`src/rtl/fusion_integrator_mc_if.sv`:
```
// rtl/fusion_integrator_mc_if.sv - sample/result bundle between the inertial front end and the angle estimator
interface fusion_integrator_mc_if #(
    parameter int NCH = 2,
    parameter int DW  = 16,
    parameter int OW  = 13
);
    logic                vld;
    logic [NCH*DW-1:0]   rate;
    logic [NCH*DW-1:0]   accel;
    logic                cal_start;
    logic [NCH*OW-1:0]   angle;
    logic                out_vld;
    logic                zeroed;
    logic                cal_busy;
    logic [NCH-1:0]      sat;
    logic                overrun;

    modport master (
        output vld, rate, accel, cal_start,
        input  angle, out_vld, zeroed, cal_busy, sat, overrun
    );

    modport slave (
        input  vld, rate, accel, cal_start,
        output angle, out_vld, zeroed, cal_busy, sat, overrun
    );
endinterface

```
`src/rtl/fusion_integrator_mc.sv`:
```
// rtl/fusion_integrator_mc.sv - multi-channel complementary-filter angle estimator on one shared multiplier
module fusion_integrator_mc #(
    parameter int NCH        = 2,
    parameter int DW         = 16,
    parameter int IW         = 24,
    parameter int SHIFT      = 11,
    parameter int ACC_GAIN   = 327,
    parameter int GAIN_SHIFT = 13,
    parameter int LEAK       = 1024,
    parameter logic [DW-1:0] OFFSET_INIT = DW'(16'h0054),
    parameter int CAL_LOG    = 4,
    parameter int ZERO_CH    = 0,
    parameter int GATE_CH    = 1,
    parameter int THRES      = 152,
    parameter int HYST       = 16
) (
    input logic clk,
    input logic rst,
    fusion_integrator_mc_if.slave bus
);
    localparam int OW = IW - SHIFT;
    localparam int PW = DW + 11;
    localparam int SW = DW + CAL_LOG;
    localparam int CW = (NCH > 1) ? $clog2(NCH) : 1;

    localparam logic [1:0] S_IDLE = 2'd0;
    localparam logic [1:0] S_MUL  = 2'd1;
    localparam logic [1:0] S_UPD  = 2'd2;
    localparam logic [1:0] S_DONE = 2'd3;

    localparam logic signed [10:0]   GAIN_S  = 11'(ACC_GAIN);
    localparam logic signed [IW-1:0] LEAK_P  = IW'(LEAK);
    localparam logic signed [IW-1:0] LEAK_N  = IW'(-LEAK);
    localparam logic signed [IW-1:0] INT_MAX = {1'b0, {(IW-1){1'b1}}};
    localparam logic signed [IW-1:0] INT_MIN = {1'b1, {(IW-1){1'b0}}};
    localparam logic signed [OW-1:0] ANG_MIN = {1'b1, {(OW-1){1'b0}}};
    localparam logic [OW-1:0]        ANG_MAX = {1'b0, {(OW-1){1'b1}}};
    localparam logic [OW-1:0]        THR_HI  = OW'(THRES);
    localparam logic [OW-1:0]        THR_LO  = OW'(THRES - HYST);
    localparam logic [CAL_LOG:0]     CAL_N   = {1'b1, {CAL_LOG{1'b0}}};
    localparam logic [CAL_LOG:0]     CNT_ONE = (CAL_LOG+1)'(1);

    logic [1:0]              state;
    logic [CW-1:0]           ch;
    logic [NCH*DW-1:0]       smp_rate;
    logic [NCH*DW-1:0]       smp_accel;
    logic signed [PW-1:0]    prod;
    logic signed [IW-1:0]    integ [NCH];
    logic signed [OW-1:0]    ang   [NCH];
    logic signed [DW-1:0]    off   [NCH];
    logic signed [SW-1:0]    sum   [NCH];
    logic [CAL_LOG:0]        cal_cnt;
    logic                    out_vld_r, zeroed_r, cal_busy_r, overrun_r;
    logic [NCH-1:0]          sat_r;

    logic                    accept;
    logic signed [DW-1:0]    cur_rate, cur_accel, cur_off;
    logic signed [OW-1:0]    acc_ang, cur_ang, gate_ang;
    logic signed [IW-1:0]    diff, step, nxt;
    logic signed [IW:0]      raw;
    logic                    clamp;
    logic [OW-1:0]           gate_mag;
    logic                    prod_unused;

    assign accept    = (state == S_IDLE) && bus.vld;
    assign cur_rate  = smp_rate[int'(ch)*DW +: DW];
    assign cur_accel = smp_accel[int'(ch)*DW +: DW];
    assign cur_off   = off[ch];
    assign acc_ang   = prod[GAIN_SHIFT +: OW];
    assign cur_ang   = integ[ch][IW-1:SHIFT];
    assign prod_unused = ^{prod[PW-1], prod[GAIN_SHIFT-1:0]};

    // Full-width rate difference, then one signed leak step toward the accel angle.
    assign diff  = {{(IW-DW){cur_rate[DW-1]}}, cur_rate} - {{(IW-DW){cur_off[DW-1]}}, cur_off};
    assign step  = diff + ((acc_ang > cur_ang) ? LEAK_P : LEAK_N);
    assign raw   = {integ[ch][IW-1], integ[ch]} + {step[IW-1], step};
    assign clamp = raw[IW] ^ raw[IW-1];
    assign nxt   = clamp ? (raw[IW] ? INT_MIN : INT_MAX) : raw[IW-1:0];

    assign gate_ang = ang[GATE_CH];
    always_comb begin
        gate_mag = gate_ang;
        if (gate_ang[OW-1]) begin
            gate_mag = (gate_ang == ANG_MIN) ? ANG_MAX : -gate_ang;
        end
    end

    always_ff @(posedge clk) begin
        if (rst) begin
            state      <= S_IDLE;
            ch         <= '0;
            smp_rate   <= '0;
            smp_accel  <= '0;
            prod       <= '0;
            cal_cnt    <= '0;
            out_vld_r  <= 1'b0;
            zeroed_r   <= 1'b0;
            cal_busy_r <= 1'b0;
            overrun_r  <= 1'b0;
            sat_r      <= '0;
            for (int c = 0; c < NCH; c++) begin
                integ[c] <= '0;
                ang[c]   <= '0;
                off[c]   <= OFFSET_INIT;
                sum[c]   <= '0;
            end
        end else begin
            out_vld_r <= 1'b0;
            if (bus.vld && state != S_IDLE) begin
                overrun_r <= 1'b1;
            end
            case (state)
                S_IDLE: begin
                    if (bus.vld) begin
                        smp_rate  <= bus.rate;
                        smp_accel <= bus.accel;
                        ch        <= '0;
                        state     <= S_MUL;
                    end
                end
                S_MUL: begin
                    prod  <= PW'(cur_accel) * PW'(GAIN_S);
                    state <= S_UPD;
                end
                S_UPD: begin
                    if (!cal_busy_r) begin
                        integ[ch] <= nxt;
                        ang[ch]   <= nxt[IW-1:SHIFT];
                        if (clamp) begin
                            sat_r[ch] <= 1'b1;
                        end
                    end
                    if (ch == CW'(NCH-1)) begin
                        state <= S_DONE;
                    end else begin
                        ch    <= ch + CW'(1);
                        state <= S_MUL;
                    end
                end
                S_DONE: begin
                    out_vld_r <= 1'b1;
                    state     <= S_IDLE;
                    if (cal_busy_r) begin
                        if (cal_cnt == CAL_N) begin
                            for (int c = 0; c < NCH; c++) begin
                                off[c] <= DW'(sum[c] >>> CAL_LOG);
                            end
                            cal_busy_r <= 1'b0;
                        end
                    end else if (gate_mag > THR_HI) begin
                        zeroed_r <= 1'b1;
                    end else if (gate_mag < THR_LO) begin
                        zeroed_r <= 1'b0;
                    end
                end
                default: state <= S_IDLE;
            endcase
            // A same-cycle cal_start restarts accumulation, counting an accepted sample as the first.
            if (bus.cal_start) begin
                cal_busy_r <= 1'b1;
                cal_cnt    <= accept ? CNT_ONE : '0;
                for (int c = 0; c < NCH; c++) begin
                    sum[c] <= accept ? SW'($signed(bus.rate[c*DW +: DW])) : '0;
                end
            end else if (accept && cal_busy_r) begin
                cal_cnt <= cal_cnt + CNT_ONE;
                for (int c = 0; c < NCH; c++) begin
                    sum[c] <= sum[c] + SW'($signed(bus.rate[c*DW +: DW]));
                end
            end
        end
    end

    for (genvar c = 0; c < NCH; c++) begin : g_out
        if (c == ZERO_CH) begin : g_zero
            assign bus.angle[c*OW +: OW] = zeroed_r ? '0 : ang[c];
        end else begin : g_pass
            assign bus.angle[c*OW +: OW] = ang[c];
        end
    end

    assign bus.out_vld  = out_vld_r;
    assign bus.zeroed   = zeroed_r;
    assign bus.cal_busy = cal_busy_r;
    assign bus.sat      = sat_r;
    assign bus.overrun  = overrun_r;
endmodule
```
`src/flat_wrapper.sv`:
```
// flat-port wrapper written by rule: the top's interface ports become plain ports
module fusion_integrator_mc_flat 
#(
    parameter int NCH        = 2,
    parameter int DW         = 16,
    parameter int IW         = 24,
    parameter int SHIFT      = 11,
    parameter int ACC_GAIN   = 327,
    parameter int GAIN_SHIFT = 13,
    parameter int LEAK       = 1024,
    parameter logic [DW-1:0] OFFSET_INIT = DW'(16'h0054),
    parameter int CAL_LOG    = 4,
    parameter int ZERO_CH    = 0,
    parameter int GATE_CH    = 1,
    parameter int THRES      = 152,
    parameter int HYST       = 16
)
  (clk, rst, bus_vld, bus_rate, bus_accel, bus_cal_start, bus_angle, bus_out_vld, bus_zeroed, bus_cal_busy, bus_sat, bus_overrun);
  fusion_integrator_mc_if #(.NCH(NCH), .DW(DW)) bus_i ();
  input logic clk;
  input logic rst;
  input wire logic [$bits(bus_i.vld)-1:0] bus_vld;
  input wire logic [$bits(bus_i.rate)-1:0] bus_rate;
  input wire logic [$bits(bus_i.accel)-1:0] bus_accel;
  input wire logic [$bits(bus_i.cal_start)-1:0] bus_cal_start;
  output wire logic [$bits(bus_i.angle)-1:0] bus_angle;
  output wire logic [$bits(bus_i.out_vld)-1:0] bus_out_vld;
  output wire logic [$bits(bus_i.zeroed)-1:0] bus_zeroed;
  output wire logic [$bits(bus_i.cal_busy)-1:0] bus_cal_busy;
  output wire logic [$bits(bus_i.sat)-1:0] bus_sat;
  output wire logic [$bits(bus_i.overrun)-1:0] bus_overrun;
  assign bus_i.vld = bus_vld;
  assign bus_i.rate = bus_rate;
  assign bus_i.accel = bus_accel;
  assign bus_i.cal_start = bus_cal_start;
  assign bus_angle = bus_i.angle;
  assign bus_out_vld = bus_i.out_vld;
  assign bus_zeroed = bus_i.zeroed;
  assign bus_cal_busy = bus_i.cal_busy;
  assign bus_sat = bus_i.sat;
  assign bus_overrun = bus_i.overrun;
  fusion_integrator_mc #(.NCH(NCH), .DW(DW), .IW(IW), .SHIFT(SHIFT), .ACC_GAIN(ACC_GAIN), .GAIN_SHIFT(GAIN_SHIFT), .LEAK(LEAK), .OFFSET_INIT(OFFSET_INIT), .CAL_LOG(CAL_LOG), .ZERO_CH(ZERO_CH), .GATE_CH(GATE_CH), .THRES(THRES), .HYST(HYST)) u_core (.clk(clk), .rst(rst), .bus(bus_i));
endmodule
```
`config.mk`:
```
export PLATFORM = sky130hd
export DESIGN_NAME = fusion_integrator_mc_flat
export DESIGN_NICKNAME = d
export VERILOG_FILES = /design/src/rtl/fusion_integrator_mc_if.sv /design/src/rtl/fusion_integrator_mc.sv /design/src/flat_wrapper.sv
export SDC_FILE = /design/constraint.sdc
export NUM_CORES = 1
export LEC_CHECK = 0
export CAP_MARGIN = 20
export CORE_ASPECT_RATIO = 1.1
export CORE_MARGIN = 2
export CORE_UTILIZATION = 60
export CTS_CLUSTER_DIAMETER = 50
export DETAILED_ROUTE_END_ITERATION = 7
export PLACE_DENSITY_LB_ADDON = 0.1
export RECOVER_POWER = 100
export SYNTH_ARGS = -nofsm -noshare
export SYNTH_HDL_FRONTEND = slang
export SYNTH_SLANG_ARGS = --single-unit
```
`constraint.sdc`:
```
create_clock -name clk -period 8.9 [get_ports clk]
set_input_delay 0.89 -clock clk [delete_from_list [all_inputs] [get_ports clk]]
set_output_delay 0.89 -clock clk [all_outputs]
set_load 0.05 [all_outputs]
```
# Word level (Yosys, flattened, before mapping)
# Memories as Yosys holds them, arrays and structs flattened. A register that Yosys moved wholly into a read port is not among the register bits.
# Index checks and enable logic that the tools add are counted.
op_classes:
  n_shift: 2
  bitwise_logic: 9
  order_cmp: 5
  mux: 60
  mul: 1
  n_reduce_logical: 16
  eq_ne: 6
  n_addsub: 8
op_table:
  columns: ["op", "count"]
  rows:
  - ["$mux W20", 6]
  - ["$mux W24", 4]
  - ["$shiftx A32 B6 Y16", 2]
  - ["$mux W13", 4]
  - ["$add A20 B16 Y20", 2]
  - ["$mux W1", 37]
  - ["$mux W16", 2]
  - ["$mul A16 B10 Y26 const B", 1]
  - ["$add A24 B24 Y25", 1]
  - ["$add A17 B24 Y24", 1]
  - ["$reduce_or A24 Y1", 1]
  - ["$sub A16 B16 Y17", 1]
  - ["$eq A13 B13 Y1 const B", 1]
  - ["$gt A13 B13 Y1", 1]
  - ["$gt A13 B8 Y1 const B", 1]
  - ["$lt A13 B8 Y1 const B", 1]
  - ["$neg A13 Y13", 1]
  - ["$reduce_or A13 Y1", 1]
  - ["$mux W5", 2]
  - ["$reduce_bool A2 Y1", 5]
  - ["$pmux W2 S4", 1]
  - ["$or A1 B1 Y1", 6]
  - ["$reduce_and A3 Y1", 2]
  - ["$add A5 B1 Y5 const B", 1]
  - ["16 further kinds", 22]
totals:
  register_bits: 104
  mem_bits_rw: 146
  output_inout_bits: 32
  input_bits: 68
  memories: 4
  wordCells: 122
memory_table:
  columns: ["name", "depth", "word_bits", "read_ports", "rd_clocked_by_memory_dff", "wr", "line_no", "source"]
  rows:
  - ["u_core.integ", 2, 24, 1, 1, 2, "fusion_integrator_mc.sv:48", "logic signed [IW-1:0] integ [NCH];"]
  - ["u_core.sum", 2, 20, 2, 0, 2, "fusion_integrator_mc.sv:51", "logic signed [SW-1:0] sum [NCH];"]
  - ["u_core.off", 2, 16, 1, 1, 2, "fusion_integrator_mc.sv:50", "logic signed [DW-1:0] off [NCH];"]
  - ["u_core.ang", 2, 13, 2, 0, 2, "fusion_integrator_mc.sv:49", "logic signed [OW-1:0] ang [NCH];"]

# Logic depth before layout (Yosys ltp)
depth:
  word_depth: 8
  ltp_mapped: 33
  mapped_depth_nobuf: 30

# Least setup slack after synthesis
# Ideal clock, no wire load.
synth_path:
  kind: "register -> register"
  startpoint: "reg (tool-made name)"
  endpoint: "mem u_core.integ[0][11], data pin"
  path_buffers: 3
  synth_period_minus_slack_ps: 6661
  setup_slack_ps: 2239
  required_ps: 8642
  arrival_ps: 6403
  path_stages_with_launch: 33
  cell_sequence: "dfxtp_1 clkbuf_1 buf_1 mux2i_1 ha_1 nor2b_1 o21a_1 o21ai_0 nand2b_1 a21oi_1 o21ai_0 a21o_1 nand2_1 a211o_1 fa_1 ha_1 and3_1 a21oi_1 o21ai_0 o211a_1 o21ai_1 o31a_1 ha_1 a21oi_1 o21ai_0 a211oi_1 o21ai_2 a41oi_4 nand2_1 mux2_4 nand2_2 buf_6 o21ai_1"
synth_rtl:
  columns: ["element", "line_no"]
  rows:
  - ["end: declaration", "fusion_integrator_mc.sv:48"]

==> metrics.cfg <==
[status]
status = complete, but fails checks
failed_checks = max-capacitance violations, max-slew violations

[clock_network]
cts_tree = built
cts_buffers = 26
postCtsSetupBuffers = 0
clock_sinks = 212
insertion_delay_ns = 0.53
clockBufferDepth = 3
htreeDepth = 1
cts.hold.buffers_added = 0
cts-root-buf = clkbuf_16
cts_resized = 0
clk_pin_slew_ns = 0.06

[drt]
vias = 12200
avgViaCountPerCell = 5.70
drtIter0Drc = 867
dr.pass1.iters = 7
antenna_violating_nets_post_route = 0
wl_per_cell_um = 17.1
wirelength_um = 36600
drc = 0

[yosys]
synth_edf_count = 120
synth_area_per_cell_um2 = 9.31
yosys.area_share.adder_pct = 21.0
postSynthCellCount = 1699
ys_seq_area_share_pct = 34.4
synth_top_family_by_area = adder cells
synth.area.mux_share_pct = 5.24
synthTopCellsByArea = edfxtp_1 23%, ha_1 15%, dfxtp_1 12%
syn_nets = 2003
synth-compound-area-share_pct = 13.8
synthFlopType = edfxtp_1
yosys_register_bits = 212
netlist_area_mm2 = 0.0158
synth_xor_area_share_pct = 4.54
yosysTopAreaCell = edfxtp_1
synthDistinctLibCells = 77
yosysWarnings = 0
synthArstFlopShare_pct = 0
synthSimpleGateAreaFrac_pct = 16.0
yosysTopAreaCellShare_pct = 22.8

[setup_path]
end_kind = register
cp.required_ns = 9.15
crit_buf_inv = 0
timing.critical_path.from_type = register
worstSetupPathType = reg2reg
cp_slowest_stage_delay_ns = 0.70
crit_path_max_fanout = 20
cp_top_family = compound AO/OA/AOI/OAI gates
rrSetupSlack_ns = 1.17
critPathArrivalTime_ns = 7.98
critPathSlowestCell = dfxtp_2
cpMostUsedCell = o21ai_0

[die]
dieArea_mm2 = 0.0277
initial_core_util_pct = 60.9
fp.dieW_um = 159
die_h_um = 174
core_region_area_mm2 = 0.0260
ios = 100
num_rows = 62

[global_route]
grt_max_degree = 105
grt_overflow_total = 0
grt_use_total_pct = 26.5
grt_pass1_vias = 12100
grt_pass1_wl_um = 60200
antenna_found_initial = 0

[layout]
area_growth_pct = 13.0
regArea_mm2 = 0.00545
final_common_cell = nand2_1
fillCellCount = 2080
drive_above_1_share_pct = 6.61
n_antenna_cell = 0
nets = 2069
multiInputGateArea_mm2 = 0.00959
final_cell_mix = 243 x nand2_1, 186 x ha_1, 145 x a21oi_1, 132 x nor2_1, 120 x edfxtp_1
fin_cells = 2136

[sta]
post-route-period-util_pct = 86.8
setup_ws_ns = 1.17
setup-tns-final_ns = 0
period_minus_slack_ns = 7.73
final-hold-violation-count = 0
fin_hold_ws_ns = 0.452
rsz0062_at_grt = false
setup_viol = 0
worstMarginPinSlew_ns = 4.61
slew_headroom_pct = -207
clock_skew_ns = 0.00824
drv_slew = 261
fmax_mhz = 129

[placement]
port_buffers = 99
gp_congestion = 0.876
dp_worst_setup_slack_ns = 1.48
dp_hpwl_um = 27200
numPlacedInstances = 2089

[power]
leakage_nw = 7.86
powerDensity_mw_per_mm2 = 214
ir_drop_mv = 0.144

[worst_hold_path]
min_path_type = reg2reg

[job]
max-cap-violations = 6

==> state kept, by name, summed over array words and instances, names as in the netlist, named ones only <==
signal,flops
u_core.ang,13
u_core.bus.cal_busy,1
u_core.bus.out_vld,1
u_core.bus.overrun,1
u_core.bus.sat,2
u_core.bus.zeroed,1
u_core.cal_cnt,5
u_core.ch,1
u_core.integ,35
u_core.off,32
u_core.prod,13
u_core.smp_accel,32
u_core.smp_rate,32
u_core.state,2
u_core.sum,40
==> logic make-up (layout without fill, tap and decap cells) <==
group | after synthesis | after routing
AND/OR/NAND/NOR | 559 | 559
AO/OA/AOI/OAI | 346 | 346
adder cells (fa/ha/maj) | 236 | 236
flip-flops | 212 | 212
buffers and inverters | 188 | 273
XOR/XNOR | 82 | 82
multiplexers | 76 | 76
==> synthesized netlist by cell type (33+ instances only) <==
cell and number:
mux2i_1 33, nand2_1 243, inv_1 117, xnor2_1 42, and2_1 33, edfxtp_1 120
clkbuf_1 40, nor2_1 133, xor2_1 40, o21ai_0 65, dfxtp_1 92, a21oi_1 145
mux2_2 41, ha_1 186, fa_1 50
==> stage by stage <==
step	total power, mW	cell area (µm²)	util (%)
after floorplan	2.37	15800	-
after detailed placement	2.72	17000	65.4
after CTS	3.84	17900	68.9
final	3.83	17900	68.8
after global placement	2.68	17000	65.4
after global routing	4.07	17900	68.8
==> per-layer routing <==
metal | wire length [µm] | global-route usage (%)
met1 | 16800 | 36.2
met2 | 17200 | 45.1
met3 | 1650 | 2.67
met4 | 1020 | 7.61
met5 | 0 | 0
==> cell type report <==
cell class	count	area share, %
Clock buffer	32	4.06
Clock inverter	15	1.09
Inverter	117	2.46
Multi-Input combinational cell	1299	53.6
Sequential cell	212	30.5
Tap cell	352	2.46
Timing Repair Buffer	109	5.82
==> worst min-delay path: stages (launching register included) <==
cell	delay, ns
dfxtp_1	0.30
nand2_1	0.05
a21oi_1	0.05
==> path summary, 6_finish.rpt <==
path / start / end / cells after the start
min: u_core.smp_accel[3]$_SDFFE_PP0P_ / u_core.smp_accel[3]$_SDFFE_PP0P_ / 2
max reg2reg: register / u_core.integ[0][10]$_SDFFCE_PN0P_ / 29
min reg2reg: u_core.smp_accel[3]$_SDFFE_PP0P_ / u_core.smp_accel[3]$_SDFFE_PP0P_ / 2
max: register / u_core.integ[0][10]$_SDFFCE_PN0P_ / 29
==> report_power, final <==
part | switching (mW) | internal, mW
Sequential | 0.0397 | 1.10
Clock | 0.427 | 0.697
Combinational | 0.938 | 0.628
Power figures use the tool's default switching activity.
